$ cat src/rtl/tmr_pkg.sv
// Shared constants for the TMR vote controller: mode encodings, channel
// indices and a small popcount helper used by the mode state machine.
package tmr_pkg;

  localparam logic [1:0] MODE_TMR  = 2'b00;
  localparam logic [1:0] MODE_DMR  = 2'b01;
  localparam logic [1:0] MODE_FAIL = 2'b10;

  localparam int CH_A = 0;
  localparam int CH_B = 1;
  localparam int CH_C = 2;

  function automatic logic [1:0] popcount3(input logic [2:0] v);
    return {1'b0, v[0]} + {1'b0, v[1]} + {1'b0, v[2]};
  endfunction

endpackage

$ cat src/rtl/tmr_fault_cnt.sv
// Per-channel consecutive-disagreement counter. Counts disagreeing samples
// while enabled, resets on an agreeing sample, and latches a sticky faulty
// flag once the count reaches FAULT_LIMIT. Once faulty the count is frozen
// at the limit until clear or reset.
module tmr_fault_cnt #(
  parameter int CNT_W       = 3,
  parameter int FAULT_LIMIT = 4
) (
  input  logic             clk,
  input  logic             rst,
  input  logic             en,
  input  logic             disagree,
  input  logic             clear,
  output logic             faulty,
  output logic [CNT_W-1:0] count
);

  localparam logic [CNT_W-1:0] LIMIT = CNT_W'(FAULT_LIMIT);

  logic [CNT_W-1:0] count_inc;

  assign count_inc = count + CNT_W'(1);

  // Counter and sticky flag; clear has priority over any sample this cycle.
  always_ff @(posedge clk) begin
    if (rst || clear) begin
      count  <= '0;
      faulty <= 1'b0;
    end else if (en && !faulty) begin
      if (disagree) begin
        count <= count_inc;
        if (count_inc == LIMIT) begin
          faulty <= 1'b1;
        end
      end else begin
        count <= '0;
      end
    end
  end

endmodule

$ cat src/rtl/tmr_vote_ctrl.sv
// Registered triple-modular-redundancy vote controller. Votes a bitwise
// 2-of-3 majority in TMR, falls back to the healthy pair in DMR, and
// reports an unresolved result in FAIL. Channels retire after FAULT_LIMIT
// consecutive disagreements; clear_fault restores full TMR.
//
// Handshake: in_valid marks a sample on a/b/c every cycle it is high; there
// is no backpressure. out_valid is in_valid delayed by exactly one cycle and
// qualifies y/mismatch/err (err is forced low when out_valid is low).
module tmr_vote_ctrl
  import tmr_pkg::*;
#(
  parameter int W           = 1,
  parameter int FAULT_LIMIT = 4,
  parameter int CNT_W       = 3
) (
  input  logic         clk,
  input  logic         rst,
  input  logic         in_valid,
  input  logic [W-1:0] a,
  input  logic [W-1:0] b,
  input  logic [W-1:0] c,
  input  logic         clear_fault,
  output logic         out_valid,
  output logic [W-1:0] y,
  output logic [2:0]   mismatch,
  output logic [2:0]   faulty,
  output logic [1:0]   mode,
  output logic         err
);

  localparam logic [CNT_W-1:0] LIMIT_M1 = CNT_W'(FAULT_LIMIT - 1);

  logic [W-1:0]     maj;
  logic [W-1:0]     h0;
  logic [W-1:0]     h1;
  logic [W-1:0]     vote_y;
  logic [2:0]       vote_mism;
  logic             vote_err;
  logic             cnt_en;
  logic [CNT_W-1:0] count [3];
  logic [2:0]       retire;
  logic [2:0]       faulty_next;
  logic [1:0]       mode_next;

  assign maj = (a & b) | (a & c) | (b & c);

  // Healthy-pair select for DMR, based on which single channel is retired.
  always_comb begin
    h0 = a;
    h1 = b;
    case (faulty)
      3'b001:  begin h0 = b; h1 = c; end
      3'b010:  begin h0 = a; h1 = c; end
      default: begin h0 = a; h1 = b; end
    endcase
  end

  // Vote result for the current sample, using the mode in force before this edge.
  always_comb begin
    vote_y    = y;
    vote_mism = 3'b000;
    vote_err  = 1'b0;
    cnt_en    = 1'b0;
    case (mode)
      MODE_TMR: begin
        vote_y          = maj;
        vote_mism[CH_A] = (a != maj);
        vote_mism[CH_B] = (b != maj);
        vote_mism[CH_C] = (c != maj);
        cnt_en          = in_valid;
      end
      MODE_DMR: begin
        // A split pair cannot say which side is wrong, so nothing is counted.
        if (h0 == h1) begin
          vote_y = h0;
          cnt_en = in_valid;
        end else begin
          vote_err = 1'b1;
        end
      end
      default: begin
        vote_err = 1'b1;
      end
    endcase
  end

  for (genvar i = 0; i < 3; i++) begin : g_cnt
    tmr_fault_cnt #(
      .CNT_W       (CNT_W),
      .FAULT_LIMIT (FAULT_LIMIT)
    ) u_cnt (
      .clk      (clk),
      .rst      (rst),
      .en       (cnt_en),
      .disagree (vote_mism[i]),
      .clear    (clear_fault),
      .faulty   (faulty[i]),
      .count    (count[i])
    );

    // Channel reaches the limit on this edge; lets mode move on the same edge.
    assign retire[i] = cnt_en && !faulty[i] && vote_mism[i] && (count[i] == LIMIT_M1);
  end

  assign faulty_next = faulty | retire;

  // Forward-only mode transitions from the post-edge retired-channel count.
  always_comb begin
    mode_next = mode;
    case (mode)
      MODE_TMR: begin
        if (popcount3(faulty_next) >= 2'd2) begin
          mode_next = MODE_FAIL;
        end else if (popcount3(faulty_next) == 2'd1) begin
          mode_next = MODE_DMR;
        end
      end
      MODE_DMR: begin
        if (popcount3(faulty_next) >= 2'd2) begin
          mode_next = MODE_FAIL;
        end
      end
      MODE_FAIL: begin
        mode_next = MODE_FAIL;
      end
      default: begin
        mode_next = MODE_TMR;
      end
    endcase
    if (clear_fault) begin
      mode_next = MODE_TMR;
    end
  end

  // Mode state register.
  always_ff @(posedge clk) begin
    if (rst) begin
      mode <= MODE_TMR;
    end else begin
      mode <= mode_next;
    end
  end

  // Output registers: capture a voted sample, otherwise hold y/mismatch.
  always_ff @(posedge clk) begin
    if (rst) begin
      out_valid <= 1'b0;
      y         <= '0;
      mismatch  <= 3'b000;
      err       <= 1'b0;
    end else if (in_valid) begin
      out_valid <= 1'b1;
      y         <= vote_y;
      mismatch  <= vote_mism;
      err       <= vote_err;
    end else begin
      out_valid <= 1'b0;
      err       <= 1'b0;
    end
  end

endmodule

$ cat config.mk
export PLATFORM = sky130hd
export DESIGN_NAME = tmr_vote_ctrl
export DESIGN_NICKNAME = d
export VERILOG_FILES = /design/src/rtl/tmr_pkg.sv /design/src/rtl/tmr_fault_cnt.sv /design/src/rtl/tmr_vote_ctrl.sv
export SDC_FILE = /design/constraint.sdc
export NUM_CORES = 1
export LEC_CHECK = 0
export BUFFER_PORTS_ARGS = -buffer_cell sky130_fd_sc_hd__buf_4
export CORE_UTILIZATION = 35
export DETAILED_ROUTE_END_ITERATION = 6
export GPL_TIMING_DRIVEN = 0
export PLACE_DENSITY = 0.64
export SETUP_SLACK_MARGIN = 0.15
export SYNTH_ARGS = -nofsm -noshare
export SYNTH_HDL_FRONTEND = slang
export SYNTH_SLANG_ARGS = --single-unit
export TNS_END_PERCENT = 30
$ cat constraint.sdc
create_clock -name clk -period 2.4 [get_ports clk]
set_clock_uncertainty 0.1 [all_clocks]
set_input_delay 0.48 -clock clk [delete_from_list [all_inputs] [get_ports clk]]
set_output_delay 0.48 -clock clk [all_outputs]
set_load 0.02 [all_outputs]
==> flow_summary.json, run 1 <==
{
  "status": "finished, final reports clean",
  "crit_chain": "inv_1, ha_4, nand2_8, nor3_4, a21o_1, fa_1, inv_1, a21oi_2, nand2_1, a21oi_1, o21a_1",
  "fin_util_pct": 46.4,
  "grt_pass1_wl_mm": 4.18,
  "hold_violations": 0,
  "viasPerCell": 4.89,
  "wl_per_cell_um": 11.7,
  "port_buffers": 13,
  "cp-start-kind": "flop",
  "dieHeight_um": 61.4,
  "critical_path_arrival_ns": 2.35,
  "track_usage_pct": 15.1,
  "cts.sinks": 20,
  "relSlewSlack_pct": 71.4,
  "holdCritPathClass": "primary input to flop",
  "peakVddDrop_mv": 0.134,
  "synth.cell_area_um2": 1230,
  "rows": 21,
  "drt-initial-drc-count": 51,
  "cts_buffers": 3,
  "clk_pin_slew_worst_paths_ns": 0.11,
  "crit_type": "flop to flop",
  "report.final.slew_viol_count": 0,
  "clockBufferDepth": 2,
  "die_x_um": 61.4,
  "avgSynthCellArea_um2": 8.58,
  "fin_cells": 212,
  "max_stage_delay_ns": 0.57,
  "fin_hold_ws_ns": 0.383,
  "total_power_mw": 0.593,
  "nNetsFinal": 188,
  "synth_fp_nets": 164,
  "fin_crit_ns": 2.20,
  "routed-via-count": 1036,
  "cp.required_ns": 2.55,
  "area_delta_synth_final_pct": 26.4,
  "diodes": 0,
  "pin_count": 18,
  "drt-total-wl_mm": 2.49,
  "fin_area_um2": 1560,
  "place_congestion": 0.735,
  "grt_max_degree": 11,
  "antenna_found_initial": 0,
  "first_pass_iters": 4,
  "grt_pass1_vias": 958,
  "timing.critical_path.buf_inv": 2,
  "place_ws_ns": -0.0666,
  "cp-end-kind": "flop",
  "synth_top_flop_cell": "dfxtp_1",
  "cap_viol_max_count": 0,
  "setup_viol": 0,
  "fin_tns_setup_ns": 0,
  "drtAntennaViolNets": 0,
  "root_buffer": "clkbuf_4",
  "hpwl_mm": 1.91,
  "dpl_cell_area_um2": 1450,
  "fmaxAchievable_ghz": 0.455,
  "synth_edf_count": 0,
  "rsz0062_at_grt": "yes",
  "cellPowerDensity_nw_per_um2": 380,
  "tightest_slew_ns": 0.430,
  "ys_warn_count": 0,
  "multi_input_area_um2": 782,
  "ys_seq_area_share_pct": 32.4,
  "min_period_over_period_pct": 91.6,
  "critPathMostFrequentCell": "inv_1",
  "clock_latency_ns": 0.30,
  "postLayoutSetupSlackWorst_ns": 0.201,
  "seq_area_um2": 405,
  "ys_ff_latch": 20,
  "total_leakage_power_nw": 0.697,
  "place_inst": 203,
  "drc": 0,
  "cts_tree": "yes",
  "overflow": 0,
  "die_area_um2": 3770,
  "netlist_instances": 144,
  "core_area_um2": 3360,
  "crit_fanout": 6,
  "layout-drive-gt1-share_pct": 31.3,
  "async_flop_share_pct": 0,
  "critPathTopFamily": "adder cells",
  "fillerInstances": 358,
  "htreeDepth": 1,
  "crit_slowest_cell": "fa_1",
  "initial_core_util_pct": 36.7,
  "yosysUniqueCellTypes": 34
}
-- path summary, 6_finish.rpt --
| path | start | end | slack (ns) | depth (start not counted) |
|---|---|---|---|---|
| worst max register to register | mode[0]$_SDFFE_PP0P_ | mode[1]$_SDFFE_PP0P_ | 0.20 | 11 |
| worst min register to register | g_cnt[2].u_cnt.count[2]$_SDFFE_PP0N_ | g_cnt[2].u_cnt.count[2]$_SDFFE_PP0N_ | 0.39 | 2 |
| worst max-delay path | mode[0]$_SDFFE_PP0P_ | mode[1]$_SDFFE_PP0P_ | 0.20 | 11 |
| worst min-delay path | in_valid | y$_SDFFE_PP0P_ | 0.38 | 3 |
-- cell usage after synthesis (4+ instances only) --
| cell | count | area, um2 |
|---|---|---|
| o21ai_1 | 4 | 20.0 |
| buf_6 | 4 | 45.0 |
| dfxtp_1 | 20 | 400 |
| nand3_1 | 6 | 30.0 |
| o21ai_0 | 5 | 25.0 |
| nor2_1 | 12 | 45.0 |
| ha_1 | 12 | 150 |
| o31ai_1 | 4 | 30.0 |
| inv_1 | 14 | 52.6 |
| a21oi_1 | 11 | 55.1 |
| nor3_2 | 6 | 60.1 |
| buf_4 | 4 | 30.0 |
| nand2_1 | 10 | 37.5 |
-- per-layer routing --
metal	global-route usage [%]	vias to the layer above	share of wire, %
met3	1.89	2	2.2
met1	20.1	485	47
met5	0	-	0
li1	-	532	-
met4	6.67	0	0.56
met2	24.5	17	50
-- layout make-up --
| cell class | instances | share of cell area, % |
|---|---|---|
| Multi-Input combinational cell | 99 | 50.1 |
| Sequential cell | 20 | 26.0 |
| Timing Repair Buffer | 19 | 9.13 |
| Clock buffer | 3 | 1.44 |
| Inverter | 14 | 3.37 |
| Tap cell | 46 | 3.69 |
| Buffer | 11 | 6.33 |
-- flip-flops by register name (all words and copies together) (netlist names) --
signal,count
y,1
out_valid,1
mode,2
mismatch,3
g_cnt.u_cnt.count,9
err,1
g_cnt.u_cnt.faulty,3
-- power breakdown --
part	switching, mW	total (mW)	internal [mW]
clock	0.105	0.163	0.0586
sequential	0.00324	0.339	0.336
combinational	0.0502	0.0900	0.0398
total	0.158	0.593	0.435
-- logic make-up (layout without fill, tap and decap cells) --
| logic type | Yosys count | count (layout) | share of synthesized area (%) |
|---|---|---|---|
| and+or+nand+nor | 43 | 43 | 18.8 |
| AOI/OAI and AO/OA | 39 | 39 | 20.3 |
| buffers and inverters | 25 | 47 | 11.2 |
| DFF | 20 | 20 | 32.4 |
| adders and majority gates | 13 | 13 | 13.8 |
| xor gates and xnor gates | 4 | 4 | 3.45 |
-- timing repair --
action,4_1_cts,5_1_grt
resized for setup,7,1
hold buffers,0,0
pin swaps,2,3
buffers inserted,0,6
endpoints found under the setup margin,1,1
-- tightest hold or removal path, delay by kind of cell --
kind | cells | cell delay (ns)
buf+inv | 1 | 0.14
simple gates | 1 | 0.06
compound gates | 1 | 0.06
-- cell usage in the layout (no fill, tap or decap), drive strengths merged, types with 2 or more instances in the layout --
cell type and count:
o22ai 2, nor3b 2, nor2b 2, buf 27, a31oi 3, clkbuf 6, nor3 9, a21oi 12
dfxtp 20, ha 12, o31ai 4, o21ai 9, xor2 3, inv 14, nand2 10, nor2 12
nand3 6, a21o 3
No activity file was read; power rests on OpenSTA's default activity.
==> run 2, diff against run 1 <==
Clock period 2.4 ns to 2 ns, I/O delays scaled along.
==> flow_summary.json, run 2 (synthesis gave the netlist of run 1 again) <==
{
  "rsz0062_at_grt": "yes",
  "regMostFlops": "g_cnt.u_cnt.count",
  "grt.met1_usage_pct": 19.0,
  "max_stage_delay_ns": 0.57,
  "initial_core_util_pct": 36.7,
  "drt-total-wl_mm": 2.60,
  "cp.required_ns": 2.14,
  "dieHeight_um": 61.4,
  "wl_per_cell_um": 12.0,
  "port_buffers": 13,
  "tightest_slew_ns": 0.429,
  "viasPerCell": 4.87,
  "cp-start-kind": "flop",
  "crit_fanout": 3,
  "total_leakage_power_nw": 0.721,
  "use_met2_pct": 27.5,
  "first_pass_iters": 4,
  "critPathMostFrequentCell": "a21oi_2",
  "crit_slowest_cell": "fa_1",
  "cts.sinks": 20,
  "status": "finished with violations",
  "total_power_mw": 0.751,
  "core_area_um2": 3360,
  "fmaxAchievable_ghz": 0.459,
  "grt_max_degree": 12,
  "cp-end-kind": "flop",
  "rows": 21,
  "ff2ff_path_depth": 9,
  "die_area_um2": 3770,
  "min_period_over_period_pct": 109,
  "postLayoutSetupSlackWorst_ns": -0.177,
  "cts_tree": "yes",
  "clock_latency_ns": 0.29,
  "mostFrequentLayoutCells": "25 x buf_4, 15 x dfxtp_1, 12 x nor2_1",
  "die_x_um": 61.4,
  "place_congestion": 0.728,
  "hold_depth": 3,
  "clockBufferDepth": 2,
  "layout-drive-gt1-share_pct": 39.4,
  "overflow": 0,
  "hpwl_mm": 1.94,
  "relSlewSlack_pct": 71.4,
  "cts_buffers": 3,
  "met3_usage_pct": 1.89,
  "crit_type": "flop to flop",
  "multi_input_area_um2": 803,
  "diodes": 0,
  "hold_violations": 0,
  "area_delta_synth_final_pct": 31.6,
  "drc": 0,
  "top_regs": "g_cnt.u_cnt.count x9, g_cnt.u_cnt.faulty x3, mismatch x3",
  "grt_pass1_wl_mm": 4.24,
  "seq_area_um2": 409,
  "report.final.slew_viol_count": 0,
  "htreeDepth": 1,
  "routed-via-count": 1051,
  "fin_cells": 216,
  "fin_crit_ns": 2.18,
  "holdCritPathClass": "primary input to flop",
  "root_buffer": "clkbuf_4",
  "pin_count": 18,
  "clk_pin_slew_worst_paths_ns": 0.12,
  "fin_util_pct": 48.3,
  "violations": "negative setup slack",
  "track_usage_pct": 15.1,
  "drt-initial-drc-count": 24,
  "grt-busiest-layer": "met2",
  "nNetsFinal": 191,
  "place_inst": 203,
  "setup_viol": 1,
  "grt_pass1_vias": 991,
  "cap_viol_max_count": 0,
  "drtAntennaViolNets": 0,
  "crit_chain": "ha_1, ha_2, a21o_1, fa_1, inv_1, a21oi_2, nand2_1, a21oi_2, o21a_1",
  "largest_register_ffs": 9,
  "fillerInstances": 348,
  "cellPowerDensity_nw_per_um2": 462,
  "final_common_cell": "buf_4",
  "peakVddDrop_mv": 0.200,
  "postCtsHoldBufs": 0,
  "critical_path_arrival_ns": 2.32,
  "antenna_found_initial": 0
}
[run 2: changes by cell type in the layout (fill, tap and decap cells not counted), moves of 2 or more]
cell     before  now
buf_4        22   25
dfxtp_1      18   15
dfxtp_2       1    4
ha_1         11    8
ha_2          0    3
inv_1        14   11
a21oi_1       9    7
a21oi_2       3    5
inv_2         0    2
[run 2: what timing repair did]
item | 4_1_cts | 5_1_grt
setup endpoints to repair | 2 | 12
gates cloned | 0 | 0
gates resized for setup | 12 | 8
pin swaps | 8 | 9
setup buffers | 5 | 4
[run 2: per-layer routing]
metal  up-vias  share of wire [%]
li1        542                  -
met1       493                 47
met2        14                 51
met3         2                1.7
met4         0              0.077
met5         -                  0
[run 2: path summary, 6_finish.rpt]
check,startpoint,endpoint,slack [ns]
worst max register to register,g_cnt[0].u_cnt.count[0]$_SDFFE_PP0N_,mode[1]$_SDFFE_PP0P_,-0.18
worst max-delay path,g_cnt[0].u_cnt.count[0]$_SDFFE_PP0N_,mode[1]$_SDFFE_PP0P_,-0.18
worst min register to register,g_cnt[1].u_cnt.count[0]$_SDFFE_PP0N_,g_cnt[1].u_cnt.count[0]$_SDFFE_PP0N_,0.36
worst min-delay path,in_valid,y$_SDFFE_PP0P_,0.31
[run 2: area by class of cell]
| cell class | instances | share of cell area, % |
|---|---|---|
| multi-input cells | 99 | 49.4 |
| clock buffers | 4 | 2.23 |
| well taps | 46 | 3.54 |
| repair buffers | 22 | 10.2 |
| inverters | 14 | 3.39 |
| flip-flops and latches | 20 | 25.2 |
| plain buffers | 11 | 6.08 |
[run 2: worst max-delay path: cells and delay by family (launching register included)]
kind,cells,cell delay [ns]
and+or+nand+nor,1,0.08
buffers and inverters,1,0.06
AOI/OAI and AO/OA,4,0.58
DFF,1,0.36
adders and majority gates,3,0.95
[run 2: per-stage QoR]
stage          hold slack [ns]  worst slack (ns)  cell area (um2)  TNS [ns]
2_1_floorplan            0.349            -0.211             1290    -0.216
3_3_place_gp             0.359            -0.365             1450    -0.515
3_5_place_dp             0.368            -0.393             1450    -0.569
4_1_cts                  0.302            -0.153             1570    -0.153
5_1_grt                  0.298            -0.274             1630    -0.388
6_report                 0.308            -0.177             1630    -0.177
[run 2: report_power, final]
part	total (mW)	leakage [nW]	internal [mW]	switching [mW]
Combinational	0.110	0.535	0.0491	0.0613
Clock	0.233	0.0210	0.111	0.122
Sequential	0.407	0.165	0.404	0.00372
Total	0.751	0.721	0.564	0.187
